### src/rtl/width_reducer_rnd.sv
// Signed fixed-point width reducer: arithmetic right shift with selectable
// rounding, optional saturation, two-stage valid/ready pipeline and an
// overflow event counter.
module width_reducer_rnd #(
    parameter int unsigned IN_W   = 53,
    parameter int unsigned OUT_W  = 16,
    parameter int unsigned SHIFT  = 38,
    parameter int unsigned SAT_EN = 1,
    parameter int unsigned CNT_W  = 16
) (
    input  logic              clk_i,
    input  logic              rst_i,
    input  logic [IN_W-1:0]   data_i,
    input  logic              valid_i,
    output logic              ready_o,
    input  logic [1:0]        mode_i,
    output logic [OUT_W-1:0]  data_o,
    output logic              valid_o,
    input  logic              ready_i,
    output logic              ovf_o,
    input  logic              clr_i,
    output logic [CNT_W-1:0]  sat_cnt_o
);

    // Width of the shifted quotient plus one guard bit so rounding never wraps.
    localparam int unsigned QW = IN_W - SHIFT + 1;

    localparam logic [1:0] MODE_TRUNC = 2'd0;
    localparam logic [1:0] MODE_HUP   = 2'd1;
    localparam logic [1:0] MODE_CONV  = 2'd2;
    localparam logic [1:0] MODE_HAWAY = 2'd3;

    logic              s1_valid_q, s1_valid_d;
    logic [QW-1:0]     s1_r_q, s1_r_d;
    logic              valid_q, valid_d;
    logic [OUT_W-1:0]  data_q, data_d;
    logic              ovf_q, ovf_d;
    logic [CNT_W-1:0]  cnt_q, cnt_d;

    logic              adv;
    logic [QW-1:0]     q_ext;
    logic              half_bit;
    logic              sticky;
    logic              sign_bit;
    logic              inc;
    logic [QW-1:0]     r_c;
    logic [OUT_W-1:0]  res_c;
    logic              rovf_c;
    logic              cnt_evt;

    // Whole pipeline moves together whenever the output register is free.
    assign adv     = ~valid_q | ready_i;
    assign ready_o = adv;

    // Stage-1 rounding: floor quotient plus a mode-dependent increment.
    always_comb begin
        q_ext    = {data_i[IN_W-1], data_i[IN_W-1:SHIFT]};
        half_bit = data_i[SHIFT-1];
        sticky   = |data_i[SHIFT-2:0];
        sign_bit = data_i[IN_W-1];
        inc      = 1'b0;
        case (mode_i)
            MODE_TRUNC: inc = 1'b0;
            MODE_HUP:   inc = half_bit;
            MODE_CONV:  inc = half_bit & (sticky | q_ext[0]);
            MODE_HAWAY: inc = half_bit & (sticky | ~sign_bit);
            default:    inc = 1'b0;
        endcase
        r_c = q_ext + QW'(inc);
    end

    // Stage-2 range reduction to OUT_W bits.
    generate
        if (QW <= OUT_W) begin : g_ext
            assign res_c  = OUT_W'($signed(s1_r_q));
            assign rovf_c = 1'b0;
        end else begin : g_red
            logic [QW-OUT_W:0] top_bits;
            logic              out_rng;
            assign top_bits = s1_r_q[QW-1:OUT_W-1];
            assign out_rng  = ~(&top_bits | ~|top_bits);
            assign rovf_c   = out_rng;
            if (SAT_EN != 0) begin : g_sat
                assign res_c = !out_rng        ? s1_r_q[OUT_W-1:0] :
                               s1_r_q[QW-1]    ? {1'b1, {(OUT_W-1){1'b0}}} :
                                                 {1'b0, {(OUT_W-1){1'b1}}};
            end else begin : g_wrap
                assign res_c = s1_r_q[OUT_W-1:0];
            end
        end
    endgenerate

    // Next-state for both pipeline stages and the overflow counter.
    always_comb begin
        s1_valid_d = s1_valid_q;
        s1_r_d     = s1_r_q;
        valid_d    = valid_q;
        data_d     = data_q;
        ovf_d      = ovf_q;
        cnt_d      = cnt_q;
        cnt_evt    = valid_q & ready_i & ovf_q;

        if (adv) begin
            s1_valid_d = valid_i;
            if (valid_i) begin
                s1_r_d = r_c;
            end
            valid_d = s1_valid_q;
            if (s1_valid_q) begin
                data_d = res_c;
                ovf_d  = rovf_c;
            end
        end

        if (clr_i) begin
            cnt_d = CNT_W'(cnt_evt);
        end else if (cnt_evt && !(&cnt_q)) begin
            cnt_d = cnt_q + CNT_W'(1);
        end
    end

    // State registers; reset discards everything in flight.
    always_ff @(posedge clk_i or posedge rst_i) begin
        if (rst_i) begin
            s1_valid_q <= 1'b0;
            s1_r_q     <= '0;
            valid_q    <= 1'b0;
            data_q     <= '0;
            ovf_q      <= 1'b0;
            cnt_q      <= '0;
        end else begin
            s1_valid_q <= s1_valid_d;
            s1_r_q     <= s1_r_d;
            valid_q    <= valid_d;
            data_q     <= data_d;
            ovf_q      <= ovf_d;
            cnt_q      <= cnt_d;
        end
    end

    assign valid_o   = valid_q;
    assign data_o    = data_q;
    assign ovf_o     = ovf_q;
    assign sat_cnt_o = cnt_q;

endmodule

### config.mk
export PLATFORM = sky130hd
export DESIGN_NAME = width_reducer_rnd
export DESIGN_NICKNAME = d
export VERILOG_FILES = /design/src/rtl/width_reducer_rnd.sv
export SDC_FILE = /design/constraint.sdc
export NUM_CORES = 1
export LEC_CHECK = 0
export ABC_AREA = 1
export CORE_ASPECT_RATIO = 1.25
export CORE_MARGIN = 3
export CORE_UTILIZATION = 36
export DETAILED_ROUTE_END_ITERATION = 8
export GPL_TIMING_DRIVEN = 0
export HOLD_SLACK_MARGIN = 0.12
export PLACE_DENSITY = 0.74
export RECOVER_POWER = 100
export SYNTH_ARGS = -nofsm -noshare
export SYNTH_HDL_FRONTEND = slang
export SYNTH_SLANG_ARGS = --single-unit
### constraint.sdc
create_clock -name clk_i -period 1.35 [get_ports clk_i]
set_input_delay 0.27 -clock clk_i [delete_from_list [all_inputs] [get_ports clk_i]]
set_output_delay 0.27 -clock clk_i [all_outputs]
set_load 0.02 [all_outputs]
**After elaboration in Yosys (flattened, before gate mapping)**

Cells that the tools add are included.

- Flip-flop bits (word level): 50
- Input port bits: 60
- Logic and storage cells: 22

- $add $sub $neg: 1
- Equal/unequal tests: 3
- Multiplexer cells: 2
- Bitwise logic cells: 7
- Reduce and logical (&&, ||, !) cells: 4

Operator list:

| cell | number |
|---|---|
| $reduce_or 37->1 | 1 |
| $add 15x2->16 | 1 |
| $mux 16 | 1 |
| $eq 2x2->1 const B | 2 |
| $pmux 1 s4 | 1 |
| $reduce_and 2->1 | 2 |
| $or 1x1->1 | 3 |
| $and 1x1->1 | 2 |
| $eq 2x1->1 const B | 1 |
| $logic_not 2->1 | 1 |
| $not 1->1 | 2 |

**Longest topological paths before layout**

- Depth after elaboration: 5
- Mapped depth: 15
- Gate-level depth less buffers: 15

**Least setup slack after synthesis**

Ideal clock, no wire load.

- Kind: input to register
- Start: input data_i[3]
- End: register s1_r_q[6], in the netlist res_c[6]
- Library setup time: 0.119 ns
- Arrival time: 1.632 ns
- Setup slack: -0.401 ns
- Stages: 13
- Path buffers: 0
- Cell sequence: or2_2 nor2_1 nand2_1 nor2_1 a21oi_1 ha_1 ha_1 nand2_1 inv_1 nand2_2 nand2_1 nand3_1 o21ai_2

- Word-level cells in the longest chain between the ends: 5

Ends and longest elaborated chain:

| item | RTL line | source |
|---|---|---|
| from (decl) | 13 | `input logic [IN_W-1:0] data_i,` |
| $reduce_or 37->1 * | 59 | `sticky = \|data_i[SHIFT-2:0];` |
| $or 1x1->1 (on tied branches) | 66, 65 |  |
| $and 1x1->1 (on tied branches) | 66, 65 |  |
| $pmux 1 s4 * | 62 | `case (mode_i)` |
| $add 15x2->16 * | 69 | `r_c = q_ext + QW'(inc);` |
| to (signal assigned) | 133 | `s1_r_q <= s1_r_d;` |
| to (decl) | 34 | `logic [QW-1:0] s1_r_q, s1_r_d;` |

Every way passes the cells marked *; elsewhere a longest branch is shown, timed or not.
A chain may end at the register's enable or synchronous reset.

**Worst setup path in the final report**

- Start: input data_i[2]
- End: register s1_r_q[8], in the netlist res_c[8]

The elaborated chain is that of the path after synthesis.

==> flow_summary_export.csv <==
group,metric,value,unit
outcome,status,"finished, violations left",
outcome,violations,"setup timing",
finish,fin_nets,408,
clock_network,clock_sinks,34,
timing,min_period,1490,ps
pwr,clkPwrFrac,0.217,
worst_setup_path,crit_family,"simple AND/OR/NAND/NOR gates",
routing,viasPerCell,4.60,
worst_setup_path,slowest_delay,230,ps
worst_setup_path,arrival,1710,ps
worst_setup_path,cpMaxStageDelayCell,"or2_4",
finish,syn2layout_area_growth,62.1,%
place,hpwl,3.84,mm
finish,fin_util,0.613,
worst_setup_path,reg2regPathDepth,6,
timing,skew,3.43,ps
synthesis,synth_top_cell_by_area,"dfrtp_1",
synthesis,synthCells,241,
finish,final_cells,408,
clock_network,hold_buffers,0,
clock_network,cts-htree-levels,2,
worst_setup_path,crit_type,"in -> reg",
die,die_x,72.1,um
die,core_area,0.00519,mm^2
routing,antenna_left,0,
clock_network,cts_max_path_buffers,2,
routing,drt_iter0_drc,72,
timing,worstMarginPinSlew,707,ps
worst_setup_path,cp_max_fo,5,
grt,grt_pass1_vias,1920,
finish,regArea,852,um^2
flow_run,drv_cap,0,
finish,drive_gt1_frac,0.405,
synthesis,avgSynthCellArea,8.15,um^2
worst_setup_path,start_kind,"input port",
finish,layout_common_cells,"nand2_1, dfrtp_1, buf_6",
pwr,seqPwrFrac,0.409,
min_path,min_from,"data_i[52]",
die,rows,29,
grt,grt_pass1_wl,8.11,mm
worst_setup_path,r2r-start,"valid_o",
place,gp_congestion,0.859,
pwr,ir_worst_vdd,0.000497,V
timing,setup_viol,16,
synthesis,yosysUniqueCellTypes,30,
grt,grt_max_degree,35,
grt,track_usage,0.161,
pwr,cellPowerDensity,1070,mW/mm^2
finish,final_common_cell,"nand2_1",
worst_setup_path,r2r_end,"data_o[1]",
timing,fin_crit_sh,1.10,
place,io_buffer_count,76,
pwr,intPower,2290,uW
routing,dr_total_vias,1876,
routing,drc,0,
synthesis,yosysWarnings,0,
timing,slew_headroom,0.528,
clock_network,clk_pin_slew,60,ps
die,start_util,0.378,
grt,overflow,0,
pwr,combPwrFrac,0.374,
timing,hold_viol,0,
synthesis,seq_area_frac_synth,0.433,
timing,max_freq,0.672,GHz
worst_setup_path,r2r_slack,-80,ps
timing,rsz0062_at_grt,"true",
min_path,holdPathStages,3,
pwr,p_sw,1100,uW
synthesis,netlist_area,0.00196,mm^2
routing,first_pass_iters,4,
clock_network,cts_tree,"yes",
clock_network,clk_latency,280,ps
routing,wire_per_inst,12.4,um
grt,grt_antenna_before_repair,0,
min_path,hold_class,"in -> reg",
clock_network,cts_made_buffers,5,
min_path,min_to,"res_c[15]",
die,fp.dieH,88.6,um
synthesis,yosys-top-cells-area,"dfrtp_1, nand2_1, nor2_1",
timing,setup_tns,-1620,ps
clock_network,root_buffer,"clkbuf_8",
pwr,swShare,0.325,
worst_setup_path,path_buf_inv,3,
die,dieArea,0.00638,mm^2
worst_setup_path,critical_path.cell_chain,"buf_6 > or2_4 > nor2_2 > nand2_1 > nor2_2 > a21oi_2 > ha_4 > ha_4 > nand2_4 > inv_4 > nand2_4 > inv_2 > nand3_2 > nand3_2 > nand2_1",
finish,multi_input_area,0.00113,mm^2
place,dp.cells,395,
die,ioPinCount,95,
worst_setup_path,required,1570,ps
synthesis,synth_seq_cells,34,
synthesis,netlist.area_leader.share,0.433,
pwr,leakagePower,0.00158,uW
worst_setup_path,crit_path_end_kind,"register",
finish,diodes,0,
routing,wirelength,5.04,mm
timing,fin_ws,-138,ps
finish,fill_cells,490,
timing,drv_slew,0,
timing,holdWs,306,ps
## registers in the layout, indices dropped and copies added, names as in the netlist
name        count
valid_o         1
res_c          16
s1_valid_q      1
data_o         16
## worst reg2reg max path: cells and delay by family (launching register included)
kind	cells	cell delay, ps
buffers and inverters	3	320
DFF	1	350
muxes	1	310
and+or+nand+nor	2	340
## power by group through the flow
stage          Clock [uW]  Sequential [uW]  Combinational (uW)
3_3_place_gp            0             1410                1340
2_1_floorplan           0             1620                 513
6_report              738             1390                1270
4_1_cts               757             1400                1210
5_1_grt               804             1430                1370
3_5_place_dp            0             1420                1360
## cells in the mapped netlist, drive strengths merged
master / instances
nor2: 39
nand3: 15
inv: 22
a21oi: 2
o31ai: 1
dfrtp: 34
a31oi: 1
ha: 2
mux2: 13
nand4: 5
clkbuf: 1
xor2: 1
or2: 1
xnor2: 1
nand2: 66
nor3: 1
o21bai: 2
conb: 1
buf: 19
nand3b: 1
o21ai: 13
## repair_timing
item	CTS	global route
resized for setup	161	77
pin swaps	52	44
setup buffers	3	3
setup endpoints to repair	72	16
## final cells by class
type | count | share of cell area
clock buffers | 7 | 0.0271
inverters | 22 | 0.0303
plain buffers | 20 | 0.0495
repair buffers | 82 | 0.246
well taps | 62 | 0.0244
multi-input cells | 181 | 0.355
flip-flops and latches | 34 | 0.268
## routing by layer
layer / up-vias / wire, um / GRT usage
met2: 85 / 2650 / 0.304
met4: 0 / 67 / 0.0462
met1: 839 / 1840 / 0.173
met3: 7 / 482 / 0.0477
li1: 945 / - / -
met5: - / 0 / 0
## stage by stage
step | setup WS (ps) | cell area, um^2 | power, uW
4_1_cts | -238 | 2890 | 3360
5_1_grt | -280 | 3180 | 3600
2_1_floorplan | -236 | 2050 | 2140
3_3_place_gp | -899 | 2890 | 2750
3_5_place_dp | -942 | 2890 | 2780
6_report | -138 | 3180 | 3400
## how the worst max path moves through the flow
stage | from | endpoint | cells past startpoint
CTS | data_i[2] | res_c[8] | 14
global route | data_i[29] | res_c[10] | 16
floorplan | data_i[3] | res_c[6] | 13
global placement | data_i[5] | res_c[15] | 13
finish | data_i[2] | res_c[8] | 15
detailed placement | data_i[31] | res_c[15] | 13
## cells by family (layout without fill, tap and decap cells)
kind of cell | after synthesis | count (layout) | share of synthesized area
other | 1 | 17 | 0.00191
adder cells (fa/ha/maj) | 2 | 2 | 0.0127
XOR/XNOR | 2 | 2 | 0.00892
AO/OA/AOI/OAI | 19 | 19 | 0.0567
multiplexers | 13 | 13 | 0.0822
buffers and inverters | 42 | 131 | 0.126
flip-flops | 34 | 34 | 0.433
AND/OR/NAND/NOR | 128 | 128 | 0.279
Note: power is estimated with default switching activity, not from simulation.
==> RTL change 1 (same settings) <==
Make the reset (`rst_i`) synchronous in one clocked block.
--- a/src/rtl/width_reducer_rnd.sv
+++ b/src/rtl/width_reducer_rnd.sv
@@ -121,5 +121,5 @@
 
     // State registers; reset discards everything in flight.
-    always_ff @(posedge clk_i or posedge rst_i) begin
+    always_ff @(posedge clk_i) begin
         if (rst_i) begin
             s1_valid_q <= 1'b0;
Behaviour: differs if rst_i is asserted again (counterexample within 4 cycles, from zero or initial values and one cycle with rst_i high); with rst_i held inactive, the same outputs for 10 cycles.
==> RTL change 1 against the unedited design <==
  * Routed wire length decreased by 0.60%
  * Sequential cell count unchanged
  * Clock skew increased by 0.00062 ns
  * Highest routed layer unchanged
  * Register-to-register slack better by 0.21 ns
  * Design area fell by 9.6%
  * The flow still finishes with violations (setup timing)
  * Critical endpoint is now res_c[2]
  * Count of clock-buffer cells in the layout stayed put
  * Non-clock buffer count increased by 3
  * Setup slack lost 0.12 ns
  * Synthesized cell count grew 20%
  * Global-route usage fell by 0.056 points
  * Area after synthesis shrank 4.4%
Power is not compared: it rests on default switching activity, and its combinational part moved more than twofold at a synthesized area within 25%.
==> RTL change 1: results <==
status:
  status: "finished with violations"
  failed_checks: "setup timing"
routing:
  vias: 2030
  wl_met1_um: 1900
  avgViaCountPerCell: 4.49
  wl_met2_um: 2650
  route.met3.wl_um: 368
cells_and_area:
  fillCellCount: 471
  final_nets: 453
yosys:
  ys_seq_area_share_pct: 36.3
  yosysMostFrequentCell: "nor2_1"
  synth_area_leaders: "dfxtp_1 (36%), nor2_1 (17%), nand2_1 (9.0%)"
  yosys-top-cells-count: "nor2_1 (86), nand2_1 (45), dfxtp_1 (34)"
  syn_avg_cell_area_sq_um: 6.52
global_routing:
  grt_use_met3_pct: 3.83
  grt_pass1_wl_um: 8080
  use_met1_pct: 17.0
  first_global_vias: 1900
min_path:
  min_delay_worst_endpoint: "res_c[14]"
placed_design:
  place_congestion: 0.823
  dpl.cell_count: 440
  dpl_cell_area_sq_um: 2800
sta:
  setup_slack_ns: -0.259
  setup_viol: 14
critical_path:
  crit_fanout: 3
RTL change 1: cell families after synthesis:
| logic type | synth area share [%] |
|---|---|
| other | 0.200 |
| buffers and inverters | 13.4 |
| AOI/OAI and AO/OA | 10.7 |
| DFF | 36.3 |
| adders and majority gates | 1.33 |
| xor gates and xnor gates | 2.33 |
| and+or+nand+nor | 35.7 |
RTL change 1: through the flow:
step / total power (W) / setup WS, ns / setup TNS [ns]
floorplan: 0.00147 / -0.333 / -2.60
global placement: 0.00178 / -0.968 / -15.95
detailed placement: 0.00179 / -0.976 / -16.11
CTS: 0.00246 / -0.223 / -1.58
global route: 0.00263 / -0.349 / -4.02
finish: 0.00249 / -0.259 / -2.32
RTL change 1: cell type report:
class                   instances  area (sq um)  area share, %
inverters                      23          88.8           3.09
multi-input cells             222          1110           38.5
plain buffers                  25           173           6.00
clock buffers                   7          86.3           3.00
well taps                      60          75.1           2.61
flip-flops and latches         34           681           23.6
clock inverters                 1          5.00          0.174
repair buffers                 80           662           23.0
==> RTL change 2 (same settings) <==
Made on the original files. Set the parameter `OUT_W` to 32 (it was 16).
--- a/src/rtl/width_reducer_rnd.sv
+++ b/src/rtl/width_reducer_rnd.sv
@@ -4,5 +4,5 @@
 module width_reducer_rnd #(
     parameter int unsigned IN_W   = 53,
-    parameter int unsigned OUT_W  = 16,
+    parameter int unsigned OUT_W  = 32,
     parameter int unsigned SHIFT  = 38,
     parameter int unsigned SAT_EN = 1,
Interface: changed (resized data_o); port bits go from 95 to 111. No check against the original RTL was run, so the function may have changed too.
==> RTL change 2 against the unedited design <==
  * The flow still finishes with violations (setup timing)
  * Synthesized cell count is 6.6% higher
  * Sequential share of layout area is 2.0 points lower
  * Setup slack worse by 0.072 ns
  * Area after synthesis is 6.1% higher
  * Die area is 5.7% higher
  * Sequential cell count stayed put
  * Global-route usage is 0.91 points higher
  * Routed wire length is 11% higher
  * Design area is 8.3% higher
  * Clock skew is 0.0012 ns lower
  * Fmax is 4.6% lower
  * Total power is 27% higher
  * Critical endpoint is now s1_r_q[2]
  * Largest power group is now combinational logic
  * Highest routed layer unchanged
==> RTL change 2: results <==
status:
  status: "finished with violations"
  failed_checks: "setup timing"
routing:
  routed_wl_um: 5600
  vias: 2040
  dr.pass1.iters: 4
  avgViaCountPerCell: 4.56
  drt-initial-drc-count: 55
min_path:
  min_from: "ready_i"
sta:
  max-slew-margin-rel_pct: 52.0
  setup_slack_ns: -0.210
  setup_viol: 34
  whs_ns: 0.290
  finalClockSkew_ns: 0.00219
placed_design:
  port_buffers: 92
  pre_cts_slack_ns: -0.923
  place_congestion: 0.885
  hpwl_um: 4040
  dpl.cell_count: 429
critical_path:
  crit_path_start: "data_i[3]"
  slowest_stage: "or2_4"
  crit_fanout: 3
  arrival_ns: 1.75
  reg2reg_to: "data_o[2]"
yosys:
  yosys-top-cells-count: "nand2_1 (62), nor2_1 (36), dfrtp_1 (34)"
  synth_area_leaders: "dfrtp_1 (41%), buf_4 (12%), nand2_1 (11%)"
  syn_avg_cell_area_sq_um: 8.11
  ys_seq_area_share_pct: 40.8
cells_and_area:
  fillCellCount: 482
  drive_above_1_share_pct: 44.6
  final_nets: 445
global_routing:
  grt_pass1_wl_um: 8970
  first_global_vias: 2068
pwr:
  leakage_nw: 1.75
  peakVddDrop_uv: 475
clock_tree:
  clockBufferDepth: 2
==> RTL change 2: where the power goes <==
part / switching, W / total, W / internal (W)
Combinational: 0.00104 / 0.00221 / 0.00118
Clock: 0.000341 / 0.000695 / 0.000355
Sequential: 0.000127 / 0.00140 / 0.00128
==> RTL change 2: per-layer routing <==
layer	GRT usage, %	wire length, um	vias up	share of wire [%]
li1	-	-	1015	-
met1	18.1	2070	915	37
met2	29.6	2870	101	51
met3	4.76	539	9	9.6
met4	8.61	117	0	2.1
met5	0	0	-	0
==> RTL change 2: per-stage QoR <==
stage	cell area, sq um	setup TNS (ns)
after floorplan	2170	-2.29
after global placement	3180	-34.33
after detailed placement	3180	-36.23
after CTS	3320	-2.31
after global routing	3450	-4.54
final	3450	-2.59
==> RTL change 2: cell families (layout without fill, tap and decap cells) <==
family,after synthesis,count (layout),synth area share [%]
buf+inv,58,168,17.6
mux,13,13,7.75
xor+xnor,2,2,0.841
other cells,1,17,0.180
compound gates,19,19,5.35
fa+ha+maj,2,2,1.20
flops,34,34,40.8
simple gates,128,128,26.2
==> RTL change 2: area by class of cell <==
type                    instances  area share [%]
flip-flops and latches         34            24.8
repair buffers                105            27.3
plain buffers                  34            9.15
multi-input cells             181            31.6
inverters                      22            2.72
clock buffers                   7            2.21
well taps                      64            2.32
==> RTL change 2: repair_timing <==
action / 4_1_cts / 5_1_grt
endpoints found under the setup margin: 88 / 35
buffers inserted: 10 / 3
hold endpoints to repair: 0 / 0
pin swaps: 55 / 23
hold buffers: 0 / 0
gates resized for setup: 291 / 39
==> RTL change 2: worst max path at each step <==
stage	endpoint	slack [ns]	cells past startpoint
after detailed placement	s1_r_q[15]	-0.92	13
after CTS	s1_r_q[6]	-0.22	14
after global routing	s1_r_q[8]	-0.31	15
after global placement	s1_r_q[15]	-0.87	13
final	s1_r_q[2]	-0.21	12
after floorplan	s1_r_q[6]	-0.24	13
==> RTL change 2: critical path, delay by kind of cell <==
family                   cells  cell delay (ns)
buffers and inverters        3             0.27
adder cells (fa/ha/maj)      2             0.40
AO/OA/AOI/OAI                2             0.26
AND/OR/NAND/NOR              5             0.55
